$ cat src/rtl/vga_pkg.sv
// vga_pkg: shared 640x480@60 timing defaults, monitor FSM encoding and CRC constants
package vga_pkg;
  localparam int DEF_CLK_PER_PIX = 4;
  localparam int DEF_H_ACTIVE = 640, DEF_H_FP = 16, DEF_H_SYNC = 96, DEF_H_BP = 48;
  localparam int DEF_V_ACTIVE = 480, DEF_V_FP = 10, DEF_V_SYNC = 2, DEF_V_BP = 33;
  localparam int HT = DEF_H_ACTIVE + DEF_H_FP + DEF_H_SYNC + DEF_H_BP;
  localparam int VT = DEF_V_ACTIVE + DEF_V_FP + DEF_V_SYNC + DEF_V_BP;
  localparam int XSTART = (DEF_H_SYNC + DEF_H_BP) * DEF_CLK_PER_PIX;
  localparam int YSTART = DEF_V_SYNC + DEF_V_BP;
  localparam logic [15:0] CRC_POLY = 16'h1021;
  localparam logic [15:0] CRC_INIT = 16'hFFFF;
  typedef enum logic [1:0] {HUNT, TRACK, LOCKED} state_t;
endpackage

$ cat src/rtl/vga_crc16_step.sv
// vga_crc16_step: one CRC-16-CCITT update over 12 data bits, MSB first
module vga_crc16_step
  import vga_pkg::*;
(
  input  logic [15:0] crc_in,
  input  logic [11:0] data,
  output logic [15:0] crc_out
);
  always_comb begin
    crc_out = crc_in;
    for (int i = 11; i >= 0; i--)
      crc_out = {crc_out[14:0], 1'b0} ^ ((crc_out[15] ^ data[i]) ? CRC_POLY : 16'h0000);
  end
endmodule

$ cat src/rtl/vga_capture_monitor.sv
// vga_capture_monitor: VGA sink that verifies sync timing, locks to the frame,
// rebuilds pixel coordinates and CRCs every active pixel of each locked frame
module vga_capture_monitor
  import vga_pkg::*;
#(
  parameter int CLK_PER_PIX = DEF_CLK_PER_PIX,
  parameter int H_ACTIVE    = DEF_H_ACTIVE,
  parameter int H_FP        = DEF_H_FP,
  parameter int H_SYNC      = DEF_H_SYNC,
  parameter int H_BP        = DEF_H_BP,
  parameter int V_ACTIVE    = DEF_V_ACTIVE,
  parameter int V_FP        = DEF_V_FP,
  parameter int V_SYNC      = DEF_V_SYNC,
  parameter int V_BP        = DEF_V_BP,
  parameter bit SYNC_POL    = 1'b0
) (
  input  logic        clk,
  input  logic        rst,
  input  logic        hsync,
  input  logic        vsync,
  input  logic [3:0]  r,
  input  logic [3:0]  g,
  input  logic [3:0]  b,
  input  logic        err_clr,
  output logic        locked,
  output logic        pix_valid,
  output logic [9:0]  pix_x,
  output logic [9:0]  pix_y,
  output logic [11:0] pix_rgb,
  output logic        frame_done,
  output logic [15:0] frame_crc,
  output logic        h_err,
  output logic        v_err,
  output logic        blank_err
);
  localparam int CPP = CLK_PER_PIX;
  localparam logic [11:0] H_LAST = 12'((H_ACTIVE + H_FP + H_SYNC + H_BP) * CPP - 1);
  localparam logic [11:0] H_SW   = 12'(H_SYNC * CPP - 1);
  localparam logic [11:0] XS     = 12'((H_SYNC + H_BP) * CPP);
  localparam logic [11:0] XE     = 12'((H_SYNC + H_BP + H_ACTIVE) * CPP);
  localparam logic [9:0]  VTOT   = 10'(V_ACTIVE + V_FP + V_SYNC + V_BP);
  localparam logic [9:0]  VSW    = 10'(V_SYNC);
  localparam logic [9:0]  YS     = 10'(V_SYNC + V_BP);
  localparam logic [9:0]  YE     = 10'(V_SYNC + V_BP + V_ACTIVE);
  localparam logic [9:0]  X_LAST = 10'(H_ACTIVE - 1);
  localparam logic [9:0]  Y_LAST = 10'(V_ACTIVE - 1);
  state_t state;
  logic hs_q, vs_q, h_as, h_de, v_as, v_de, chk, herr_now, verr_now, act, samp, cap, last;
  logic [11:0] rgb_q, hcnt, hoff;
  logic [9:0] vcnt, vnext, yoff, xn;
  logic [15:0] crc, crc_nxt;
  vga_crc16_step u_crc (.crc_in(crc), .data(rgb_q), .crc_out(crc_nxt));
  assign locked = state == LOCKED;
  // hcnt/vcnt are aligned with rgb_q; vnext includes a coincident hsync edge so
  // sync checks hold whether or not vsync moves together with hsync
  always_comb begin
    h_as = (hsync == SYNC_POL) && (hs_q != SYNC_POL);
    h_de = (hsync != SYNC_POL) && (hs_q == SYNC_POL);
    v_as = (vsync == SYNC_POL) && (vs_q != SYNC_POL);
    v_de = (vsync != SYNC_POL) && (vs_q == SYNC_POL);
    vnext = (h_as && vcnt != 10'h3FF) ? vcnt + 10'd1 : vcnt;
    chk = state != HUNT;
    herr_now = (hcnt == 12'hFFF) || (chk && ((h_as && hcnt != H_LAST) || (h_de && hcnt != H_SW)));
    verr_now = (vcnt == 10'h3FF) || (chk && ((v_as && vnext != VTOT) || (v_de && vnext != VSW)));
    hoff = hcnt - XS;
    yoff = vcnt - YS;
    xn = 10'(int'(hoff) / CPP);
    act = hcnt >= XS && hcnt < XE && vcnt >= YS && vcnt < YE;
    samp = act && (int'(hoff) % CPP == CPP / 2);
    last = samp && xn == X_LAST && yoff == Y_LAST;
    cap = locked && !herr_now && !verr_now;
  end
  always_ff @(posedge clk or posedge rst)
    if (rst) begin
      hs_q <= ~SYNC_POL;
      vs_q <= ~SYNC_POL;
      rgb_q <= '0;
      hcnt <= '0;
      vcnt <= '0;
      crc <= CRC_INIT;
      state <= HUNT;
      pix_valid <= 1'b0;
      pix_x <= '0;
      pix_y <= '0;
      pix_rgb <= '0;
      frame_done <= 1'b0;
      frame_crc <= '0;
      h_err <= 1'b0;
      v_err <= 1'b0;
      blank_err <= 1'b0;
    end else begin
      hs_q <= hsync;
      vs_q <= vsync;
      rgb_q <= {r, g, b};
      hcnt <= h_as ? '0 : (hcnt == 12'hFFF) ? hcnt : hcnt + 12'd1;
      vcnt <= v_as ? '0 : vnext;
      crc <= v_as ? CRC_INIT : (cap && samp) ? crc_nxt : crc;
      pix_valid <= cap && samp;
      if (cap && samp) begin
        pix_x <= xn;
        pix_y <= yoff;
        pix_rgb <= rgb_q;
      end
      frame_done <= cap && last;
      if (cap && last) frame_crc <= crc_nxt;
      h_err <= herr_now || (h_err && !err_clr);
      v_err <= verr_now || (v_err && !err_clr);
      blank_err <= (locked && !act && |rgb_q) || (blank_err && !err_clr);
      if (herr_now || verr_now) state <= HUNT;
      else if (v_as) state <= (state == HUNT) ? TRACK : LOCKED;
    end
endmodule

$ cat config.mk
export PLATFORM = sky130hd
export DESIGN_NAME = vga_capture_monitor
export DESIGN_NICKNAME = d
export VERILOG_FILES = /design/src/rtl/vga_pkg.sv /design/src/rtl/vga_crc16_step.sv /design/src/rtl/vga_capture_monitor.sv
export SDC_FILE = /design/constraint.sdc
export NUM_CORES = 1
export LEC_CHECK = 0
export BUFFER_PORTS_ARGS = -buffer_cell sky130_fd_sc_hd__buf_2
export CAP_MARGIN = 10
export CORE_UTILIZATION = 58
export DETAILED_ROUTE_END_ITERATION = 12
export PLACE_DENSITY = 0.88
export SYNTH_ARGS = -nofsm -noshare
export SYNTH_HDL_FRONTEND = slang
export SYNTH_HIERARCHICAL = 1
export SYNTH_SLANG_ARGS = --single-unit
$ cat constraint.sdc
create_clock -name clk -period 3.8 [get_ports clk]
set_input_delay 0.19 -clock clk [delete_from_list [all_inputs] [get_ports clk]]
set_output_delay 0.19 -clock clk [all_outputs]
set_load 0.1 [all_outputs]
==> results of run 1 <==
-- state kept, by name, indices dropped and copies added (netlist names), 2 cells and up --
register,flops
pix_rgb,12
vcnt,10
hcnt,12
frame_crc,16
pix_y,10
state,2
crc,16
rgb_q,12
pix_x,10
-- cells by family (layout without fill, tap and decap cells) --
logic type               Yosys count  in the layout  synth area share, %
XOR/XNOR                          61             61                10.77
AND/OR/NAND/NOR                  129            129                12.34
flip-flops                       107            107                47.73
AO/OA/AOI/OAI                     83             83                9.888
adder cells (fa/ha/maj)            9              9                1.991
buffers and inverters             47            120                4.092
multiplexers                      65             65                13.18
-- per-layer routing --
metal	part of all wire, %	wire [um]	vias up	track usage [%]
li1	-	-	1899	-
met1	44	5564	2078	36.68
met2	48	6119	175	42.41
met3	6.5	820	18	4.646
met4	1.3	169	0	8.138
met5	0	0	-	0
-- worst paths after layout --
kind / slack, ns / to
min: 0.02 / hcnt[11]
min reg2reg: 0.51 / pix_y[7]
max: 0.21 / pix_x[7]
max in group asynchronous: 2.84 / crc[9]
max reg2reg: 0.21 / pix_x[7]
min in group clk: 0.17 / h_err
-- layout make-up --
type | count | area (sq um)
inverter | 12 | 47.55
sequential | 107 | 2700
timing repair buffer | 92 | 563.0
clock inverter | 7 | 91.34
fill | 680 | 2895
tap | 129 | 161.4
multi-input combinational | 347 | 2745
clock buffer | 9 | 123.9
-- timing repair --
item | in CTS | in global routing
hold buffers | 14 | 0
endpoints found under the hold margin | 14 | 0
gates resized for setup | 0 | 3
endpoints found under the setup margin | 0 | 27
-- stage by stage --
step | util [%] | power [W] | cells | hold slack (ns) | instance area [sq um]
4_1_cts | 68.79 | 0.002483 | 703 | 0.05663 | 6416
5_1_grt | 68.96 | 0.002587 | 703 | 0.09981 | 6432
3_3_place_gp | 64.98 | 0.001745 | 673 | 0.2976 | 6061
2_1_floorplan | - | 0.001645 | 501 | 0.1945 | 5657
3_5_place_dp | 64.98 | 0.001757 | 673 | 0.2996 | 6061
6_report | 68.96 | 0.002481 | 703 | 0.01734 | 6432
-- cell usage in the layout, fill, tap and decap left out, types with 4 or more instances in the layout --
cell,synthesis,routed
a21oi_1,32,32
a31oi_1,6,6
and3_1,5,5
buf_2,13,70
buf_4,2,7
clkbuf_8,0,9
dfrtp_1,89,89
dfstp_2,18,18
dlygate4sd3_1,0,14
ha_1,9,8
inv_1,12,11
mux2_2,36,36
mux2_4,10,10
mux2i_1,19,19
nand2_1,18,18
nand2b_1,4,4
nand3_1,9,9
nand4_1,5,5
nor2_1,40,40
nor2b_1,8,7
nor3_1,7,7
nor4_1,9,9
o211ai_1,4,4
o21ai_0,9,9
o31ai_1,4,4
xnor2_1,31,31
xnor2_2,7,7
xor2_1,20,20
-- where the power goes --
part | total, W | internal (W) | leakage, nW | switching [W]
clock network | 0.000725 | 0.000269 | 0.106 | 0.000455
registers | 0.00125 | 0.00119 | 1.39 | 0.0000673
logic | 0.000502 | 0.000164 | 1.70 | 0.000338
==> results.json, run 1 <==
{
  "synthFlopType": "dfrtp_1",
  "vias_per_cell": 5.932,
  "h-tree-depth": 3,
  "yosysMostFrequentCell": "dfrtp_1",
  "clockBufferDepth": 2,
  "critPathMaxStageDelay_ns": 0.72,
  "path_max_fanout": 38,
  "antenna_found_initial": 0,
  "synth_commonest_cells": "89 x dfrtp_1, 40 x nor2_1, 36 x mux2_2",
  "clk-insertion-delay-late_ns": 0.39,
  "layout_setup_ws_ns": 0.2095,
  "slew_headroom_pct": 34.95,
  "setup-tns-final_ns": 0,
  "areaGrowthSynthToFinish_pct": 13.71,
  "clock_skew_ns": 0.01360,
  "cp-end-kind": "flop",
  "syn_nets": 527,
  "ir_drop_mv": 0.4645,
  "wl_per_cell_um": 18.03,
  "start_util_pct": 60.64,
  "path_depth": 9,
  "regToRegStartpoint": "vcnt[1]",
  "finalNetCount": 595,
  "ys_top_cells_by_area": "dfrtp_1 39%, dfstp_2 8.4%, mux2_2 7.2%, xnor2_1 4.8%, mux2i_1 3.4%",
  "cts_buffers": 9,
  "ant_nets": 0,
  "synth_seq_cells": 107,
  "firstDrtPassIters": 5,
  "cp_cell_sequence": "ha_2 -> nand3_2 -> nor2_1 -> nand4b_1 -> o311ai_0 -> o311ai_2 -> or3_2 -> buf_12 -> mux2_2",
  "antenna_cells": 0,
  "leakagePower_nw": 3.200,
  "drc": 0,
  "gp_congestion": 0.8891,
  "finalSetupViolCount": 0,
  "final_hold_viol_count": 0,
  "clk_pin_slew_worst_paths_ns": 0.12,
  "grt_pass1_wl_um": 20400,
  "drt_wl_total_um": 12670,
  "io_buffers": 70,
  "yosys.area.top_type": "dfrtp_1",
  "status": "complete, no violations",
  "startpoint_type": "flop",
  "ys_warn_count": 6,
  "cts_setup_buffers": 0,
  "rsz0062_at_grt": "no",
  "maxCapViolations": 0,
  "ios": 71,
  "cp_slowest_cell": "or3_2",
  "min_period_ns": 3.590,
  "max_freq_mhz": 278.5,
  "drv_slew": 0,
  "worstPathRequired_ns": 4.07,
  "synth_top_area_share_pct": 39.37,
  "ys_seq_area_share_pct": 47.73,
  "fin_crit_sh_pct": 94.49,
  "synth_cell_type_count": 65,
  "tightest_slew_ns": 0.9757,
  "grt_usage_pct": 26.36,
  "grt_max_degree": 82,
  "dp_slack_ns": 0.2543,
  "crit_arrival_ns": 3.86,
  "grt_pass1_vias": 4033,
  "cts.sinks": 107,
  "drt-initial-drc-count": 252,
  "fp.dieArea_sq_um": 10150,
  "rows": 35,
  "hpwl_um": 8781,
  "drive_gt1_share_pct": 32.40,
  "hold_class": "in2async",
  "synth_edf_count": 0,
  "avgSynthCellArea_sq_um": 11.29,
  "r2r_cells": 9,
  "synth_area_sq_um": 5657,
  "die_y_um": 100.8,
  "netlist_instances": 501,
  "grt_overflow": 0,
  "worstSetupStartpoint": "vcnt[1]",
  "synthArstFlopShare_pct": 100.0,
  "crit_buf_inv": 1,
  "fp.coreArea_sq_um": 9328,
  "critPathTopFamily": "simple AND/OR/NAND/NOR gates",
  "powerDensity_nw_per_um2": 385.8,
  "dieWidth_um": 100.8,
  "path_class": "reg2reg",
  "vias": 4170,
  "root_buffer": "clkbuf_8",
  "cts_tree": "yes"
}
No activity file was read; power rests on OpenSTA's default activity.
==> inputs of run 2 (changes only) <==
Settings changed: HOLD_SLACK_MARGIN from default to 0.15.
==> results.json, run 2 (same netlist as run 1, synthesis figures left out) <==
{
  "maxCapViolations": 0,
  "drt-initial-drc-count": 248,
  "fp.coreArea_sq_um": 9328,
  "crit_buf_inv": 1,
  "final_common_cell": "dfrtp_1",
  "cts_buffers": 9,
  "whs_ns": 0.1698,
  "path_max_fanout": 38,
  "r2r_slack_ns": 0.21,
  "hpwl_um": 8781,
  "fin_cells": 704,
  "drive_gt1_share_pct": 32.35,
  "cp_cell_sequence": "ha_2 -> nand3_2 -> nor2_1 -> nand4b_1 -> o311ai_0 -> o311ai_2 -> or3_2 -> buf_12 -> mux2_2",
  "hold_class": "in2reg",
  "worstPathRequired_ns": 4.07,
  "h-tree-depth": 3,
  "layout_common_cells": "89 x dfrtp_1, 70 x buf_2, 40 x nor2_1",
  "root_buffer": "clkbuf_8",
  "grt_pass1_vias": 4045,
  "clock_skew_ns": 0.01782,
  "dieWidth_um": 100.8,
  "wl_per_cell_um": 17.99,
  "rsz0062_at_grt": "no",
  "cts.sinks": 107,
  "r2r_cells": 9,
  "areaGrowthSynthToFinish_pct": 13.89,
  "clockBufferDepth": 2,
  "drc": 0,
  "firstDrtPassIters": 5,
  "critPathMaxStageDelay_ns": 0.72,
  "final_hold_viol_count": 0,
  "grt_overflow": 0,
  "regToRegStartpoint": "vcnt[1]",
  "tightest_slew_ns": 0.9753,
  "vias_per_cell": 5.930,
  "cp-end-kind": "flop",
  "reg_top3": "crc x16, frame_crc x16",
  "crit_arrival_ns": 3.86,
  "setup-tns-final_ns": 0,
  "grt_pass1_wl_um": 20430,
  "fin_crit_sh_pct": 94.54,
  "status": "complete, no violations",
  "drv_slew": 0,
  "ant_nets": 0,
  "io_buffers": 70,
  "ir_drop_mv": 0.4646,
  "worstSetupStartpoint": "vcnt[1]",
  "clk-insertion-delay-late_ns": 0.39,
  "finalSetupViolCount": 0,
  "drt_wl_total_um": 12660,
  "powerDensity_nw_per_um2": 385.9,
  "cp_slowest_cell": "or3_2",
  "fp.dieArea_sq_um": 10150,
  "slew_headroom_pct": 34.98,
  "leakagePower_nw": 3.204,
  "grt_usage_pct": 26.39,
  "gp_congestion": 0.8891,
  "min_period_ns": 3.593,
  "start_util_pct": 60.64,
  "rows": 35,
  "path_class": "reg2reg",
  "startpoint_type": "flop",
  "worst_r2r_endpoint": "pix_x[7]",
  "cts_tree": "yes",
  "max_freq_mhz": 278.3,
  "die_y_um": 100.8,
  "crit_path_end": "pix_x[7]",
  "antenna_found_initial": 0,
  "critPathTopFamily": "simple AND/OR/NAND/NOR gates",
  "nFillCells": 677,
  "grt_max_degree": 82,
  "ios": 71,
  "vias": 4175,
  "finalNetCount": 596,
  "path_depth": 9,
  "dp_cells": 673,
  "antenna_cells": 0,
  "clk_pin_slew_worst_paths_ns": 0.12
}
## run 2: per-layer routing
layer  wire, um  vias up  GRT usage [%]
met4        164        0          8.138
met1       5591     2074          36.68
li1           -     1908              -
met2       6075      175          42.52
met5          0        -              0
met3        833       18          4.646
## run 2: layout make-up
class	instances	area (sq um)	share of cell area (%)
Multi-Input combinational cell	347	2745	42.61
Sequential cell	107	2700	41.91
Timing Repair Buffer	93	573.1	8.895
Tap cell	129	161.4	2.505
Clock buffer	9	123.9	1.923
Clock inverter	7	91.34	1.418
Inverter	12	47.55	0.7380
## run 2: how the worst min path moves through the flow
stage | start | endpoint | slack, ns | cells past startpoint
after global routing | err_clr | h_err | 0.17 | 3
after floorplan | hsync | hs_q | 0.19 | 0
after CTS | err_clr | h_err | 0.17 | 3
after detailed placement | b[2] | rgb_q[2] | 0.30 | 1
final | err_clr | blank_err | 0.17 | 3
after global placement | b[0] | rgb_q[0] | 0.30 | 1
## run 2: report_power, final
group / internal (W) / total, W / switching [W]
combinational: 0.000165 / 0.000504 / 0.000339
clock: 0.000270 / 0.000727 / 0.000458
sequential: 0.00119 / 0.00125 / 0.0000676
total: 0.00162 / 0.00249 / 0.000864
## run 2: metrics by stage
| step | cell area, sq um | util (%) | worst slack [ns] | power (W) |
|---|---|---|---|---|
| 2_1_floorplan | 5657 | - | 0.2962 | 0.001645 |
| 3_3_place_gp | 6061 | 64.98 | 0.3683 | 0.001745 |
| 3_5_place_dp | 6061 | 64.98 | 0.2543 | 0.001757 |
| 4_1_cts | 6426 | 68.89 | 0.1930 | 0.002484 |
| 5_1_grt | 6442 | 69.07 | 0.03621 | 0.002588 |
| 6_report | 6442 | 69.07 | 0.2073 | 0.002486 |
## run 2: timing repair
| item | in CTS | in global routing |
|---|---|---|
| buffers inserted | 0 | 0 |
| gates resized for setup | 0 | 3 |
| hold endpoints to repair | 79 | 0 |
| hold buffers | 15 | 0 |
| endpoints found under the setup margin | 0 | 27 |
## run 2: tightest hold or removal path, stage by stage
cell	delay, ns
buf_2	0.09
inv_1	0.11
a32o_1	0.14
